## src/rtl/map_latch_gen_pkg.sv

```systemverilog
// Shared definitions for the discrete-latch mapper family: save-state
// register indices, latch-source encodings and the write-filter states.
package map_latch_gen_pkg;

    // Save-state register indices
    localparam logic [7:0] SS_LAT   = 8'd0;
    localparam logic [7:0] SS_OUTER = 8'd1;
    localparam logic [7:0] SS_FILT  = 8'd2;
    localparam logic [7:0] SS_IDX   = 8'd127;

    // Readback value for unimplemented save-state indices
    localparam logic [7:0] SS_EMPTY = 8'hFF;

    // Latch source selection
    localparam int LSRC_ADDR = 0;
    localparam int LSRC_DATA = 1;

    // Read-modify-write filter: ARMED means the previous M2 cycle was a ROM write
    typedef enum logic {
        FILT_IDLE  = 1'b0,
        FILT_ARMED = 1'b1
    } filt_state_e;

endpackage : map_latch_gen_pkg

```

## src/rtl/map_wr_filter.sv

```systemverilog
// Read-modify-write double-write filter. A 6502 RMW instruction writes the
// same address twice on consecutive cycles; only the first of a back-to-back
// run of ROM writes is accepted. The state can be loaded for save states.
module map_wr_filter
    import map_latch_gen_pkg::*;
#(
    parameter int WR_FILTER = 1
) (
    input  logic m2,
    input  logic map_rst,
    input  logic rom_wr,
    input  logic ss_load,
    input  logic ss_val,
    output logic accept,
    output logic wr_prev
);

    filt_state_e state_q, state_d;

    // State register, updated on the M2 falling edge
    always_ff @(negedge m2 or posedge map_rst) begin
        if (map_rst) begin
            state_q <= FILT_IDLE;
        end else begin
            // NOTE: sequential state uses non-blocking assignments so every
            // register samples the pre-edge values, independent of block order.
            state_q <= state_d;
        end
    end

    // Next state: track the previous cycle, or take the save-state value
    always_comb begin
        // NOTE: every combinational output gets a default first, so no path
        // leaves it unassigned and no latch is inferred.
        state_d = rom_wr ? FILT_ARMED : FILT_IDLE;
        accept  = 1'b0;
        if (ss_load) begin
            state_d = ss_val ? FILT_ARMED : FILT_IDLE;
        end
        if (rom_wr && !((WR_FILTER != 0) && (state_q == FILT_ARMED))) begin
            accept = 1'b1;
        end
    end

    assign wr_prev = (state_q == FILT_ARMED);

endmodule : map_wr_filter

```

## src/rtl/map_latch_gen.sv

```systemverilog
// Parametrised discrete-latch mapper core: one inner latch feeding PRG/CHR
// bank selection and mirroring, a lockable multicart outer bank, an RMW write
// filter, and full save-state access. All state changes on the M2 falling edge.
module map_latch_gen
    import map_latch_gen_pkg::*;
#(
    parameter int         PRG_BITS     = 4,
    parameter int         CHR_BITS     = 6,
    parameter int         OUTER_BITS   = 2,
    parameter int         LATCH_SRC    = 0,
    parameter int         BUS_CONFLICT = 0,
    parameter int         WR_FILTER    = 1,
    parameter logic [7:0] MAP_IDX      = 8'd201
) (
    input  logic                           m2,
    input  logic                           map_rst,
    input  logic [14:0]                    cpu_addr,
    input  logic [7:0]                     cpu_dat,
    input  logic                           cpu_rw,
    input  logic                           cpu_ce,
    input  logic [7:0]                     rom_dat,
    input  logic                           ss_act,
    input  logic                           ss_we,
    input  logic [7:0]                     ss_addr,
    output logic [OUTER_BITS+PRG_BITS-1:0] prg_bank,
    output logic [OUTER_BITS+CHR_BITS-1:0] chr_bank,
    output logic                           mir_h,
    output logic [7:0]                     ss_rdat
);

    // Outer register keeps at least one bit so it can always be declared;
    // with OUTER_BITS=0 it is held at zero and never reaches an output.
    localparam int OW = (OUTER_BITS > 0) ? OUTER_BITS : 1;

    logic [7:0]    lat_q, lat_d;
    logic [OW-1:0] outer_q, outer_d;
    logic          lock_q, lock_d;

    logic          rom_wr;
    logic          wram_wr;
    logic          accept;
    logic          wr_prev;
    logic          ss_load_filt;
    logic          ss_val_filt;
    logic [7:0]    latch_val;
    logic [OW-1:0] outer_wval;
    logic [6:0]    outer_pad;

    assign rom_wr  = !cpu_ce && !cpu_rw;
    assign wram_wr = cpu_ce && !cpu_rw && (cpu_addr[14:13] == 2'b11);

    // In save-state mode the filter is frozen: it reloads its own value unless
    // the save-state port is writing the filter register.
    assign ss_load_filt = ss_act;
    assign ss_val_filt  = (ss_we && (ss_addr == SS_FILT)) ? cpu_dat[0] : wr_prev;

    map_wr_filter #(
        .WR_FILTER (WR_FILTER)
    ) u_wr_filter (
        .m2      (m2),
        .map_rst (map_rst),
        .rom_wr  (rom_wr),
        .ss_load (ss_load_filt),
        .ss_val  (ss_val_filt),
        .accept  (accept),
        .wr_prev (wr_prev)
    );

    // Value captured into the latch on an accepted ROM write
    always_comb begin
        latch_val = cpu_addr[7:0];
        if (LATCH_SRC == LSRC_DATA) begin
            latch_val = (BUS_CONFLICT != 0) ? (cpu_dat & rom_dat) : cpu_dat;
        end
    end

    // Outer-bank field of a write; zero when there is no outer bank
    always_comb begin
        outer_wval = '0;
        if (OUTER_BITS > 0) begin
            outer_wval = cpu_dat[OW-1:0];
        end
    end

    // Next-state for latch, outer bank and lock: save-state port or bus writes
    always_comb begin
        lat_d   = lat_q;
        outer_d = outer_q;
        lock_d  = lock_q;
        if (ss_act) begin
            if (ss_we) begin
                case (ss_addr)
                    SS_LAT: begin
                        lat_d = cpu_dat;
                    end
                    SS_OUTER: begin
                        outer_d = outer_wval;
                        lock_d  = cpu_dat[7];
                    end
                    default: begin
                    end
                endcase
            end
        end else begin
            if (accept) begin
                lat_d = latch_val;
            end
            if (wram_wr && !lock_q) begin
                outer_d = outer_wval;
                lock_d  = cpu_dat[7];
            end
        end
    end

    // Mapper registers, reset asynchronously, updated on the M2 falling edge
    always_ff @(negedge m2 or posedge map_rst) begin
        if (map_rst) begin
            lat_q   <= '0;
            outer_q <= '0;
            lock_q  <= 1'b0;
        end else begin
            lat_q   <= lat_d;
            outer_q <= outer_d;
            lock_q  <= lock_d;
        end
    end

    // Bank outputs are plain concatenations of register slices
    generate
        if (OUTER_BITS > 0) begin : g_outer
            assign prg_bank  = {outer_q, lat_q[PRG_BITS-1:0]};
            assign chr_bank  = {outer_q, lat_q[CHR_BITS-1:0]};
            assign outer_pad = 7'(outer_q);
        end else begin : g_no_outer
            assign prg_bank  = lat_q[PRG_BITS-1:0];
            assign chr_bank  = lat_q[CHR_BITS-1:0];
            assign outer_pad = 7'b0;
        end
    endgenerate

    assign mir_h = lat_q[7];

    // Save-state readback mux
    always_comb begin
        ss_rdat = SS_EMPTY;
        case (ss_addr)
            SS_LAT:   ss_rdat = lat_q;
            SS_OUTER: ss_rdat = {lock_q, outer_pad};
            SS_FILT:  ss_rdat = {7'b0, wr_prev};
            SS_IDX:   ss_rdat = MAP_IDX;
            default:  ss_rdat = SS_EMPTY;
        endcase
    end

    // Bits that are legitimately ignored in some parameterisations
    logic unused_ok;
    assign unused_ok = ^{cpu_addr[12:8], rom_dat, cpu_dat, outer_q};

endmodule : map_latch_gen

```

## config.mk

```make
export PLATFORM = sky130hd
export DESIGN_NAME = map_latch_gen
export DESIGN_NICKNAME = d
export VERILOG_FILES = /design/src/rtl/map_latch_gen_pkg.sv /design/src/rtl/map_wr_filter.sv /design/src/rtl/map_latch_gen.sv
export SDC_FILE = /design/constraint.sdc
export NUM_CORES = 1
export LEC_CHECK = 0
export ABC_AREA = 1
export BUFFER_PORTS_ARGS = -buffer_cell sky130_fd_sc_hd__buf_2
export CAP_MARGIN = 20
export CORE_AREA = 2 2 56 58
export DETAILED_ROUTE_END_ITERATION = 8
export DIE_AREA = 0 0 58 60
export GPL_ROUTABILITY_DRIVEN = 0
export PLACE_DENSITY = 0.71
export SETUP_SLACK_MARGIN = 0.5
export SLEW_MARGIN = 25
export SYNTH_ARGS = -nofsm -noshare
export SYNTH_HDL_FRONTEND = slang
export SYNTH_HIERARCHICAL = 1
export SYNTH_SLANG_ARGS = --single-unit
export TNS_END_PERCENT = 1
```

## constraint.sdc

```tcl
create_clock -name m2 -period 2.1 [get_ports m2]
set_input_delay 0.315 -clock m2 [delete_from_list [all_inputs] [get_ports m2]]
set_output_delay 0.315 -clock m2 [all_outputs]
set_load 0.02 [all_outputs]
```

==> results_dict.tcl, run 1 <==
set metrics [dict create \
    status "complete, but fails checks" \
    violations "setup timing" \
    diodes 0 \
    layout_setup_ws_ns -0.330 \
    hold_class "reg2reg" \
    setup_violations 23 \
    end_kind "output pin" \
    hpwl_mm 2.08 \
    min-delay-start "lat_q[6]" \
    wl_mm 2.61 \
    io_buffers 54 \
    grt_pass1_wl_mm 4.06 \
    clk_latency_ns 0.28 \
    critPathKind "reg2out" \
    switching_share_pct 35.4 \
    r2r-end "outer_q[1]" \
    syn_to_final_growth_pct 59.8 \
    vdd_drop_max_v 0.000352 \
    clk_pin_slew_ns 0.06 \
    syn_nets 212 \
    ys_seq_area_share_pct 28.9 \
    grt_usage_pct 15.0 \
    powerDensity_nw_per_um2 564 \
    ys_warn_count 6 \
    yosys-top-cells-area "dfrtn_1 29%, nand2_1 28%, buf_4 10%" \
    cts_tree "done" \
    post-place-ws_ns -0.314 \
    drtIter0Drc 27 \
    cts_buffers 3 \
    cts_sinks 12 \
    root_buffer "clkbuf_4" \
    antenna_found_initial 0 \
    drt_first_pass_iters 4 \
    cts_buffer_depth 2 \
    design_area_um2 1660 \
    hold_end "lat_q[6]" \
    drc 0 \
    postCtsHoldBufs 0 \
    power.total_w 0.000938 \
    cp.required_ns 1.78 \
    vias 1169 \
    setup_tns_ns -5.13 \
    layout.nets 276 \
    core_um2 2900 \
    timing.final.max_slew_violations 0 \
    die_area_um2 3480 \
    synth_top_area_share_pct 28.9 \
    vias_per_cell 4.44 \
    cp_max_fo 2 \
    final-hold-violation-count 0 \
    final_core_util_pct 57.2 \
    ios 68 \
    p_leak_nw 0.960 \
    finClkSkew_ns 0.00278 \
    rows 20 \
    r2r_slack_ns 0.88 \
    maxCapViolations 0 \
    ff2ff_path_depth 5 \
    min_delay_path_depth 2 \
    h-tree-depth 1 \
    grt_pass1_vias 1025 \
    crit_start "u_wr_filter/wr_prev" \
    fp.dieW_um 58 \
    ant_nets 0 \
    critical_path.max_stage_delay_ns 0.36 \
    critPathArrivalTime_ns 2.12 \
    initial_core_util_pct 35.8 \
    synth.avg_cell_area_um2 6.23 \
    placed_area_um2 1380 \
    p_sw_w 0.000332 \
    yosys.cell_types.count 15 \
    yosysTopAreaCell "dfrtn_1" \
    rsz0062_at_grt "true" \
    p_int_w 0.000606 \
    syn_inst 167 \
    pwr-share-comb_pct 46.8 \
    worstReg2RegStart "lock_q" \
    grt_overflow 0 \
    grt_max_degree 12 \
    die_h_um 60 \
    clkPwrFrac_pct 20.1 \
    ys_ff_latch 12 \
    worstPathCellList "nand3_2 > nand2_1 > nor2_1 > nand2_2 > buf_6" \
    wl_per_cell_um 9.91 \
    p_seq_share_pct 33.1 \
    slew_headroom_pct 72.9 \
    syn_area_um2 1040 \
    slowest_stage "dfrtn_1" \
    worstSetupStartpointType "flip-flop" \
    worstMarginPinSlew_ns 0.407 \
    drive_gt1_share_pct 43.9 \
]
cell usage in the layout, fill, tap and decap left out, drive strengths merged:
| master | instances |
|---|---|
| nand4 | 1 |
| nand2 | 84 |
| o21ai | 2 |
| inv | 16 |
| buf | 73 |
| nor3 | 1 |
| nand3 | 18 |
| dfrtn | 12 |
| nor2 | 17 |
| a21oi | 2 |
| clkbuf | 4 |
power by group through the flow:
stage	registers, W	clock network (W)	logic [W]
final	0.000311	0.000188	0.000439
after global routing	0.000317	0.000193	0.000475
after CTS	0.000309	0.000187	0.000417
after detailed placement	0.000311	0	0.000337
after global placement	0.000310	0	0.000334
after floorplan	0.000329	0	0.000219
sequential cells by signal, indices dropped and copies added (netlist names):
signal,count
u_wr_filter/wr_prev,1
lat_q,8
lock_q,1
outer_q,2
metrics by stage:
stage / hold slack (ns) / cells
6_report: 0.487 / 263
5_1_grt: 0.509 / 263
4_1_cts: 0.477 / 261
3_5_place_dp: 0.474 / 257
3_3_place_gp: 0.476 / 257
2_1_floorplan: 0.436 / 167
per-layer routing:
metal | GRT usage (%) | vias to the layer above | wire length [µm]
met5 | 0 | - | 0
li1 | - | 629 | -
met3 | 0 | 5 | 131
met4 | 7.97 | 0 | 49
met1 | 20.2 | 493 | 1190
met2 | 24.8 | 42 | 1240
cell families after synthesis:
kind of cell | count (synthesis) | synth area share, %
simple gates | 121 | 53.3
buf+inv | 30 | 15.9
compound gates | 4 | 1.93
flops | 12 | 28.9
layout make-up:
cell class | instances | area (µm²)
clock buffer | 4 | 36.3
fill | 288 | 1240
inverter | 16 | 60.1
multi-input combinational | 125 | 662
sequential | 12 | 300
tap | 33 | 41.3
timing repair buffer | 73 | 562
worst max-delay path by stage:
stage	slack [ns]	end	depth (start not counted)
3_5_place_dp	-0.31	u_wr_filter/wr_prev	9
2_1_floorplan	-0.09	ss_rdat[0]	4
4_1_cts	-0.34	ss_rdat[7]	5
6_report	-0.33	ss_rdat[0]	5
3_3_place_gp	-0.28	u_wr_filter/wr_prev	9
5_1_grt	-0.39	ss_rdat[0]	5
worst max-delay path: cells and delay by family (launching register included):
kind	cells	cell delay, ns
simple gates	4	0.30
buf+inv	1	0.13
flops	1	0.36
cell usage after synthesis:
library cell / instances
nor3_1: 1
buf_4: 14
nand2_8: 2
a21oi_1: 2
nor2_8: 1
nor2_1: 12
nand2_2: 4
nand3_1: 17
inv_1: 16
nand2_1: 78
nor2_2: 4
o21ai_0: 2
nand3_2: 1
nand4_1: 1
dfrtn_1: 12
what timing repair did:
item / CTS / global route
gates resized for setup: 51 / 16
pin swaps: 12 / 13
cloned: 0 / 0
endpoints found under the setup margin: 35 / 35
setup buffers: 0 / 2
Note: power is estimated with default switching activity, not from simulation.
==> inputs of run 2 (changes only) <==
--- a/config.mk
+++ b/config.mk
@@ -8,11 +8,13 @@
 export ABC_AREA = 1
 export BUFFER_PORTS_ARGS = -buffer_cell sky130_fd_sc_hd__buf_2
 export CAP_MARGIN = 20
-export CORE_AREA = 2 2 56 58
+export CELL_PAD_IN_SITES_DETAIL_PLACEMENT = 0
+export CELL_PAD_IN_SITES_GLOBAL_PLACEMENT = 1
+export CORE_AREA = 2 2 63 65
 export DETAILED_ROUTE_END_ITERATION = 8
-export DIE_AREA = 0 0 58 60
+export DIE_AREA = 0 0 65 67
 export GPL_ROUTABILITY_DRIVEN = 0
-export PLACE_DENSITY = 0.71
+export PLACE_DENSITY_LB_ADDON = 0.1
 export SETUP_SLACK_MARGIN = 0.5
 export SLEW_MARGIN = 25
 export SYNTH_ARGS = -nofsm -noshare
==> results_dict.tcl, run 2 (synthesis results as in run 1) <==
set metrics [dict create \
    status "complete, but fails checks" \
    violations "setup timing" \
    drc 0 \
    drtIter0Drc 49 \
    grt_overflow 0 \
    cts_tree "done" \
    p_leak_nw 0.968 \
    vdd_drop_max_v 0.000192 \
    io_buffers 54 \
    final_core_util_pct 46.9 \
    finClkSkew_ns 0.000973 \
    cp.required_ns 1.78 \
    timing.final.max_slew_violations 0 \
    layout.nets 276 \
    final-hold-violation-count 0 \
    h-tree-depth 1 \
    syn_to_final_growth_pct 62.8 \
    cts_buffer_depth 2 \
    fp.dieW_um 65 \
    drive_gt1_share_pct 43.5 \
    grt_usage_pct 13.7 \
    ios 68 \
    postCtsHoldBufs 0 \
    critPathArrivalTime_ns 2.11 \
    worstMarginPinSlew_ns 0.410 \
    setup_violations 23 \
    grt_pass1_vias 1131 \
    largest_reg_flops 8 \
    vias_per_cell 4.16 \
    hold_class "reg2reg" \
    wl_mm 2.71 \
    diodes 0 \
    final_common_cell "nand2_1" \
    worstSetupStartpointType "flip-flop" \
    grt_max_degree 12 \
    end_kind "output pin" \
    critPathKind "reg2out" \
    top_register "lat_q" \
    cts_buffers 3 \
    clk_pin_slew_ns 0.04 \
    clk_latency_ns 0.25 \
    powerDensity_nw_per_um2 588 \
    rows 22 \
    core_um2 3610 \
    fillers 387 \
    antenna_found_initial 0 \
    rsz0062_at_grt "true" \
    cts_sinks 12 \
    grt_pass1_wl_mm 4.70 \
    maxCapViolations 0 \
    wl_per_cell_um 9.74 \
    cp_max_fo 2 \
    vias 1157 \
    slew_headroom_pct 72.6 \
    layout_setup_ws_ns -0.324 \
    hpwl_mm 2.26 \
    whs_ns 0.485 \
    ant_nets 0 \
    largestRegisters "lat_q: 8 flops, outer_q: 2 flops" \
    root_buffer "clkbuf_8" \
    die_h_um 67 \
    drt_first_pass_iters 4 \
    die_area_um2 4360 \
    mostFrequentLayoutCells "74 x nand2_1, 32 x buf_2, 24 x buf_6" \
    initial_core_util_pct 28.8 \
]
[run 2: cell counts in the layout (fill, tap and decap cells not counted)]
Identical to the previous run, type by type.
[run 2: report_power, final]
| part | internal (W) | total [W] | switching (W) |
|---|---|---|---|
| sequential | 0.000280 | 0.000314 | 0.0000342 |
| combinational | 0.000224 | 0.000438 | 0.000213 |
| clock | 0.000165 | 0.000244 | 0.0000790 |
[run 2: final timing paths]
check                                     from                   to  slack, ns  cells after the start
max in group asynchronous              map_rst             lat_q[5]       0.79                      2
hold / removal                        lat_q[4]             lat_q[4]       0.48                      2
setup reg to reg           u_wr_filter/wr_prev             lat_q[3]       0.84                      8
min in group asynchronous              map_rst  u_wr_filter/wr_prev       0.84                      2
hold reg to reg                       lat_q[4]             lat_q[4]       0.48                      2
setup / recovery                        lock_q           ss_rdat[7]      -0.32                      5
[run 2: worst max-delay path, cell delays in order (launching register included)]
cell	delay, ns
dfrtn_1	0.43
nand3_2	0.09
nand2_2	0.08
nor2_2	0.03
nand2_2	0.06
buf_6	0.11
[run 2: what timing repair did]
item | 4_1_cts | 5_1_grt
endpoints found under the hold margin | 0 | 0
pin swaps | 9 | 8
setup buffers | 1 | 0
setup endpoints to repair | 35 | 35
resized for setup | 52 | 11
[run 2: final cells by class]
| cell class | instances | area (µm²) | area share, % |
|---|---|---|---|
| multi-input combinational | 125 | 647 | 38.2 |
| timing repair buffer | 73 | 571 | 33.7 |
| sequential | 12 | 300 | 17.7 |
| inverter | 16 | 60.1 | 3.55 |
| tap | 48 | 60.1 | 3.55 |
| clock buffer | 4 | 55.1 | 3.25 |
[run 2: per-layer routing]
metal / global-route usage, % / part of all wire, %
met4: 4.79 / 1.0
met3: 1.35 / 5.4
met2: 24.2 / 48
met5: 0 / 0
met1: 17.4 / 46
[run 2: per-stage QoR]
step	std cells	setup WS (ns)	power, W	TNS, ns	cell area (µm²)
4_1_cts	278	-0.339	0.000991	-4.39	1650
3_3_place_gp	273	-0.277	0.000651	-2.48	1420
2_1_floorplan	167	-0.0870	0.000548	-0.913	1040
3_5_place_dp	273	-0.307	0.000654	-2.71	1420
5_1_grt	278	-0.400	0.00105	-5.23	1690
6_report	278	-0.324	0.000996	-4.20	1690
